### src/rtl/memory_arbiter.sv
// memory_arbiter: shares one memory port between an instruction-fetch
// requester and a load/store requester. Load/store is preferred, but after
// MAX_LS_STREAK consecutive load/store grants while fetch waits, fetch wins.
// One transaction outstanding at a time; a stuck transaction is aborted after
// TIMEOUT cycles without mem_ack.
module memory_arbiter #(
  parameter int ADDR_W        = 32,
  parameter int DATA_W        = 32,
  parameter int MAX_LS_STREAK = 4,
  parameter int TIMEOUT       = 255
) (
  input  logic              clk,
  input  logic              reset,
  input  logic              if_req,
  input  logic [ADDR_W-1:0] if_addr,
  output logic [DATA_W-1:0] if_rdata,
  output logic              if_ready,
  input  logic              ls_req,
  input  logic              ls_we,
  input  logic [ADDR_W-1:0] ls_addr,
  input  logic [DATA_W-1:0] ls_wdata,
  output logic [DATA_W-1:0] ls_rdata,
  output logic              ls_ready,
  output logic              if_stall,
  output logic              ls_stall,
  output logic              mem_req,
  output logic              mem_we,
  output logic [ADDR_W-1:0] mem_addr,
  output logic [DATA_W-1:0] mem_wdata,
  input  logic [DATA_W-1:0] mem_rdata,
  input  logic              mem_ack,
  output logic              err
);

  localparam int SW = $clog2(MAX_LS_STREAK + 1);
  localparam int TW = $clog2(TIMEOUT + 1);

  typedef enum logic [1:0] {
    IDLE,
    IF_XFER,
    LS_XFER
  } state_t;

  state_t          state, state_nxt;
  logic [SW-1:0]   streak, streak_nxt;
  logic [TW-1:0]   tmo_cnt;
  logic            pick_ls, pick_if;
  logic            grant_ls, grant_if;
  logic            in_xfer, xfer_ack, xfer_tmo;

  assign in_xfer  = (state != IDLE);
  assign xfer_ack = in_xfer && mem_ack;
  assign xfer_tmo = in_xfer && !mem_ack && (tmo_cnt == TW'(TIMEOUT - 1));

  assign mem_req  = in_xfer;
  assign if_stall = if_req & ~if_ready;
  assign ls_stall = ls_req & ~ls_ready;

  // Arbitration: the winner is chosen from the raw requests; if the winner is
  // the requester whose ready is pulsing this cycle it is masked and nothing
  // is granted. Choosing first and masking second keeps the LS streak intact
  // across the one-cycle ready gap instead of handing fetch a free grant.
  always_comb begin
    pick_ls  = ls_req && (!if_req || (streak < SW'(MAX_LS_STREAK)));
    pick_if  = !pick_ls && if_req;
    grant_ls = (state == IDLE) && pick_ls && !ls_ready;
    grant_if = (state == IDLE) && pick_if && !if_ready;
  end

  // Next-state and streak bookkeeping.
  always_comb begin
    state_nxt  = state;
    streak_nxt = streak;
    case (state)
      IDLE: begin
        if (grant_ls) begin
          state_nxt  = LS_XFER;
          streak_nxt = (streak == SW'(MAX_LS_STREAK)) ? streak : streak + 1'b1;
        end else if (grant_if) begin
          state_nxt  = IF_XFER;
          streak_nxt = '0;
        end
      end
      IF_XFER, LS_XFER: begin
        if (xfer_ack || xfer_tmo) state_nxt = IDLE;
      end
      default: state_nxt = IDLE;
    endcase
  end

  // State and streak registers.
  always_ff @(posedge clk or negedge reset) begin
    if (!reset) begin
      state  <= IDLE;
      streak <= '0;
    end else begin
      state  <= state_nxt;
      streak <= streak_nxt;
    end
  end

  // Timeout counter: cleared on grant, counts un-acked transfer cycles.
  always_ff @(posedge clk or negedge reset) begin
    if (!reset) begin
      tmo_cnt <= '0;
    end else if (grant_ls || grant_if) begin
      tmo_cnt <= '0;
    end else if (in_xfer && !mem_ack) begin
      tmo_cnt <= tmo_cnt + 1'b1;
    end
  end

  // Latch the granted request so requester changes cannot disturb it.
  always_ff @(posedge clk or negedge reset) begin
    if (!reset) begin
      mem_addr  <= '0;
      mem_we    <= 1'b0;
      mem_wdata <= '0;
    end else if (grant_ls) begin
      mem_addr  <= ls_addr;
      mem_we    <= ls_we;
      mem_wdata <= ls_wdata;
    end else if (grant_if) begin
      mem_addr  <= if_addr;
      mem_we    <= 1'b0;
    end
  end

  // Completion: capture read data, pulse ready (and err on timeout).
  always_ff @(posedge clk or negedge reset) begin
    if (!reset) begin
      if_rdata <= '0;
      ls_rdata <= '0;
      if_ready <= 1'b0;
      ls_ready <= 1'b0;
      err      <= 1'b0;
    end else begin
      if_ready <= (state == IF_XFER) && (xfer_ack || xfer_tmo);
      ls_ready <= (state == LS_XFER) && (xfer_ack || xfer_tmo);
      err      <= xfer_tmo;
      if (xfer_ack && (state == IF_XFER)) if_rdata <= mem_rdata;
      if (xfer_ack && (state == LS_XFER) && !mem_we) ls_rdata <= mem_rdata;
    end
  end

endmodule

### config.mk
export PLATFORM = sky130hd
export DESIGN_NAME = memory_arbiter
export DESIGN_NICKNAME = d
export VERILOG_FILES = /design/src/rtl/memory_arbiter.sv
export SDC_FILE = /design/constraint.sdc
export NUM_CORES = 1
export LEC_CHECK = 0
export ABC_AREA = 0
export CORE_ASPECT_RATIO = 1.5
export CORE_MARGIN = 2
export CORE_UTILIZATION = 43
export DETAILED_ROUTE_END_ITERATION = 8
export GPL_TIMING_DRIVEN = 0
export PLACE_DENSITY = 0.89
export SETUP_SLACK_MARGIN = 0.05
export SYNTH_ARGS = -nofsm -noshare
export SYNTH_HDL_FRONTEND = slang
export SYNTH_SLANG_ARGS = --single-unit
### constraint.sdc
create_clock -name clk -period 2.1 [get_ports clk]
set_input_delay 0.315 -clock clk [delete_from_list [all_inputs] [get_ports clk]]
set_output_delay 0.315 -clock clk [all_outputs]
set_load 0.01 [all_outputs]
==> results.md <==
- Synth area leaders: dfrtp_1 (57%), mux2_2 (12%), mux2_1 (4.9%)
- Iteration-0 DRC Markers: 181
- Pwr/cell area: around 1500 mW/mm2
- Top Ports: 269
- Port bufs: 268
- Tmin final: 1.985 ns
- Wire per inst: around 18 um
- Register area share after synthesis: 56.87%
- Yosys cell types: 50
- Latest clock arrival within the worst-skew pair: roughly 0.40 ns
- Skew final: 0.006359 ns
- Drt pass-1 iters: 4
- Drt total wl: 17.86 mm
- RSZ-0062 raised after global routing: yes
- Critical Path AT: between 1.5 and 2 ns
- GPL Wtd Cong: roughly 0.86
- FILL cells: roughly 1.1k
- Hold slack: 0.4578 ns
- Syn. warnings: 0
- First-pass GRT wire length: 28.46 mm
- Vias in the first global route: 5667
- Area grow syn2layout: 57.54%
- Reg2Reg Depth: 9
- Int Power: about 10 mW
- CP peak stage delay: approximately 0.35 ns
- Layout cell share with drive strength beyond 1: ~18%
- Power share of the combinational group: between 40% and 50%
- Final HPWL from detailed placement: around 13 mm
- Rows: 54
- Setup slack, reg-to-reg: roughly 0.15 ns
- Drc violations: 0
- Critical path launch point type: flop
- CTS tree: built
- Cells after Synth: between 400 and 500
- Die Height: around 150 um
- Largest family of logic cells by synthesized area: multiplexers
- Final Non-Filler Cells: ~1000
- Min-Delay Path Class: input pin to async pin
- Fin. Hold Viols: 0
- Setup TNS: 0 ns
- Vias per cell: 5.297
- Commonest non-fill, non-tap cell in the layout: clkdlybuf4s50_1
- Final period util: a little over nine tenths
- EDFF count, synth: 0
- Die Area: 0.01585 mm2
- Crit path capture type: output port
- Overall Global Routing Usage: between 20% and 30%
- Die Width: between 100 and 150 um
- Maximum vdd drop: between 600 and 700 uV
- PnR worst setup slack: roughly 0.12 ns
- Max-slew violation count: 0
- #FFs+latches synth: about 150
- Post-layout util: 69.19%
- Clock Power Share: 21.4%
- Ys flop type: dfrtp_1
- Pre-CTS setup slack: -0.3298 ns
- Crit-path cells: inv_1 > ha_1 > buf_6 > inv_2 > buf_8 > clkbuf_16 > clkdlybuf4s15_2
- Clk sinks: 145
- Via count: ~5.3k
- Sequential Power Share: between 30% and 40%
- H-tree depth: 4
- Sw Pwr: 4.834 mW
- Root Buffer Master: clkbuf_16
- Worst setup endpoint: mem_req
- Syn_nets: about 630
- Status: finished, final reports clean
- Detail Route Antenna Nets: 0
- CP Class: flop to output port
- Initial antenna violation count: 0
- Commonest cells after routing, fill and taps aside: clkdlybuf4s50_1 (264), dfrtp_1 (145), mux2_2 (68), o21ai_0 (38), nor4_1 (33)
- Placed instance count: roughly 960
- Post-synthesis compound-gate area fraction: 8.845%
- Initial Util: a little over two fifths
- Final Cell Area: 0.01005 mm2
- Grt ovf: 0
- Max Fclk: ~500 MHz
- Core Footprint: 0.01453 mm2
- Overall power: about 15 mW
- Crit Path Max Fanout: 10
- Headroom to the max-slew limit: roughly three fifths
- Lkg Pwr: between 4 and 5 nW
- Slew @ Worst Pin: roughly 0.61 ns
- Worst reg2reg startpoint: state[0]
- Post-synth ARST share: 100.0%
- Crit path max-delay cell type: dfrtp_1
- Synth Area in XOR/XNOR: less than 1%
- Max_cap viols: 0
- N_diodes: 0
- Final #Nets: 929
- Area leader, netlist: dfrtp_1
- CTS buffer count: 17
- Final setup vio count: 0
- Synth Area in Simple Gates: 11.87%
- Post-synth top area share: 56.87%
- Beginning of the critical path: state[0]
- Synthesized area: 0.006380 mm2
- Synth Area in Adders: ~1.4%
- Largest net degree at the start of global routing: between 80 and 90
- Switching share of total power: between 30 and 40%
- Avg Cell Area, Syn: between 10 and 15 um2
- Clk buf depth: 2
- Worst r2r dst: mem_addr[19]
- Worst Path Required: about 1.8 ns
- Clock slew at reported path FFs: ~0.07 ns
- Placement Cell Area: 0.009336 mm2
- Multiplexer area fraction after synthesis: between 10% and 20%
==> power groups by stage <==
| stage | clock network (mW) | logic, mW | registers, mW |
|---|---|---|---|
| final | 3.17 | 6.79 | 4.84 |
| after detailed placement | 0 | 6.68 | 4.89 |
| after floorplan | 0 | 2.46 | 5.39 |
| after CTS | 3.24 | 6.80 | 4.85 |
| after global routing | 3.37 | 7.30 | 4.99 |
| after global placement | 0 | 6.48 | 4.81 |
==> kinds of logic after synthesis <==
| family | after synthesis |
|---|---|
| mux | 97 |
| flops | 145 |
| compound gates | 91 |
| simple gates | 100 |
| fa+ha+maj | 7 |
| buf+inv | 52 |
| xor+xnor | 1 |
==> sequential cells by signal (all words and copies together) (netlist names) <==
| signal | cells |
|---|---|
| err | 1 |
| if_ready | 1 |
| ls_rdata | 32 |
| ls_ready | 1 |
| state | 2 |
| mem_wdata | 32 |
| tmo_cnt | 8 |
| mem_we | 1 |
| mem_addr | 32 |
| if_rdata | 32 |
| streak | 3 |
==> area by class of cell <==
| class | count | area [um2] | share of cell area, % |
|---|---|---|---|
| Sequential cell | 145 | 3628 | 36.10 |
| Buffer | 42 | 234.0 | 2.328 |
| Timing Repair Buffer | 276 | 2769 | 27.55 |
| Inverter | 10 | 40.04 | 0.3984 |
| Clock inverter | 12 | 172.7 | 1.718 |
| Multi-Input combinational cell | 296 | 2509 | 24.96 |
| Tap cell | 196 | 245.2 | 2.440 |
| Clock buffer | 19 | 452.9 | 4.506 |
==> critical path: cells and delay by family (launching register included) <==
| family | cells | cell delay [ns] |
|---|---|---|
| buffers and inverters | 6 | 0.71 |
| DFF | 1 | 0.35 |
| adders and majority gates | 1 | 0.20 |
==> layer usage <==
metal  vias up  share of wire, %  global-route usage [%]
met2       217                55                   41.90
met1      2588                35                   24.11
li1       2435                 -                       -
met3        36               6.8                   5.944
met4         0               2.7                   9.398
met5         -                 0                       0
==> synth_stat cells (all sizes together), types with 2 or more instances <==
library cell  instances
or3b                 33
nor4                 33
nor3b                 3
clkbuf               20
buf                  22
o32ai                 2
dfrtp               145
nor2b                 3
o21ai                40
nand2                 3
or3                   5
nand3                 7
mux2                 96
nand4                 3
ha                    7
a21oi                 5
inv                  10
a31oi                32
o211ai                4
==> worst min path at each step <==
| stage | from | end | cells past startpoint |
|---|---|---|---|
| 2_1_floorplan | reset | err | 0 |
| 3_3_place_gp | ls_rdata[7] | ls_rdata[7] | 1 |
| 3_5_place_dp | reset | mem_addr[7] | 1 |
| 4_1_cts | ls_we | mem_we | 2 |
| 5_1_grt | ls_we | mem_we | 2 |
| 6_report | reset | mem_addr[4] | 2 |
==> timing repair <==
item	4_1_cts	5_1_grt
gates cloned	0	0
endpoints found under the setup margin	2	14
endpoints found under the hold margin	62	0
buffers inserted	3	3
resized for setup	9	6
hold buffers	1	0
pin swaps	0	0
No activity file was read; power rests on OpenSTA's default activity.
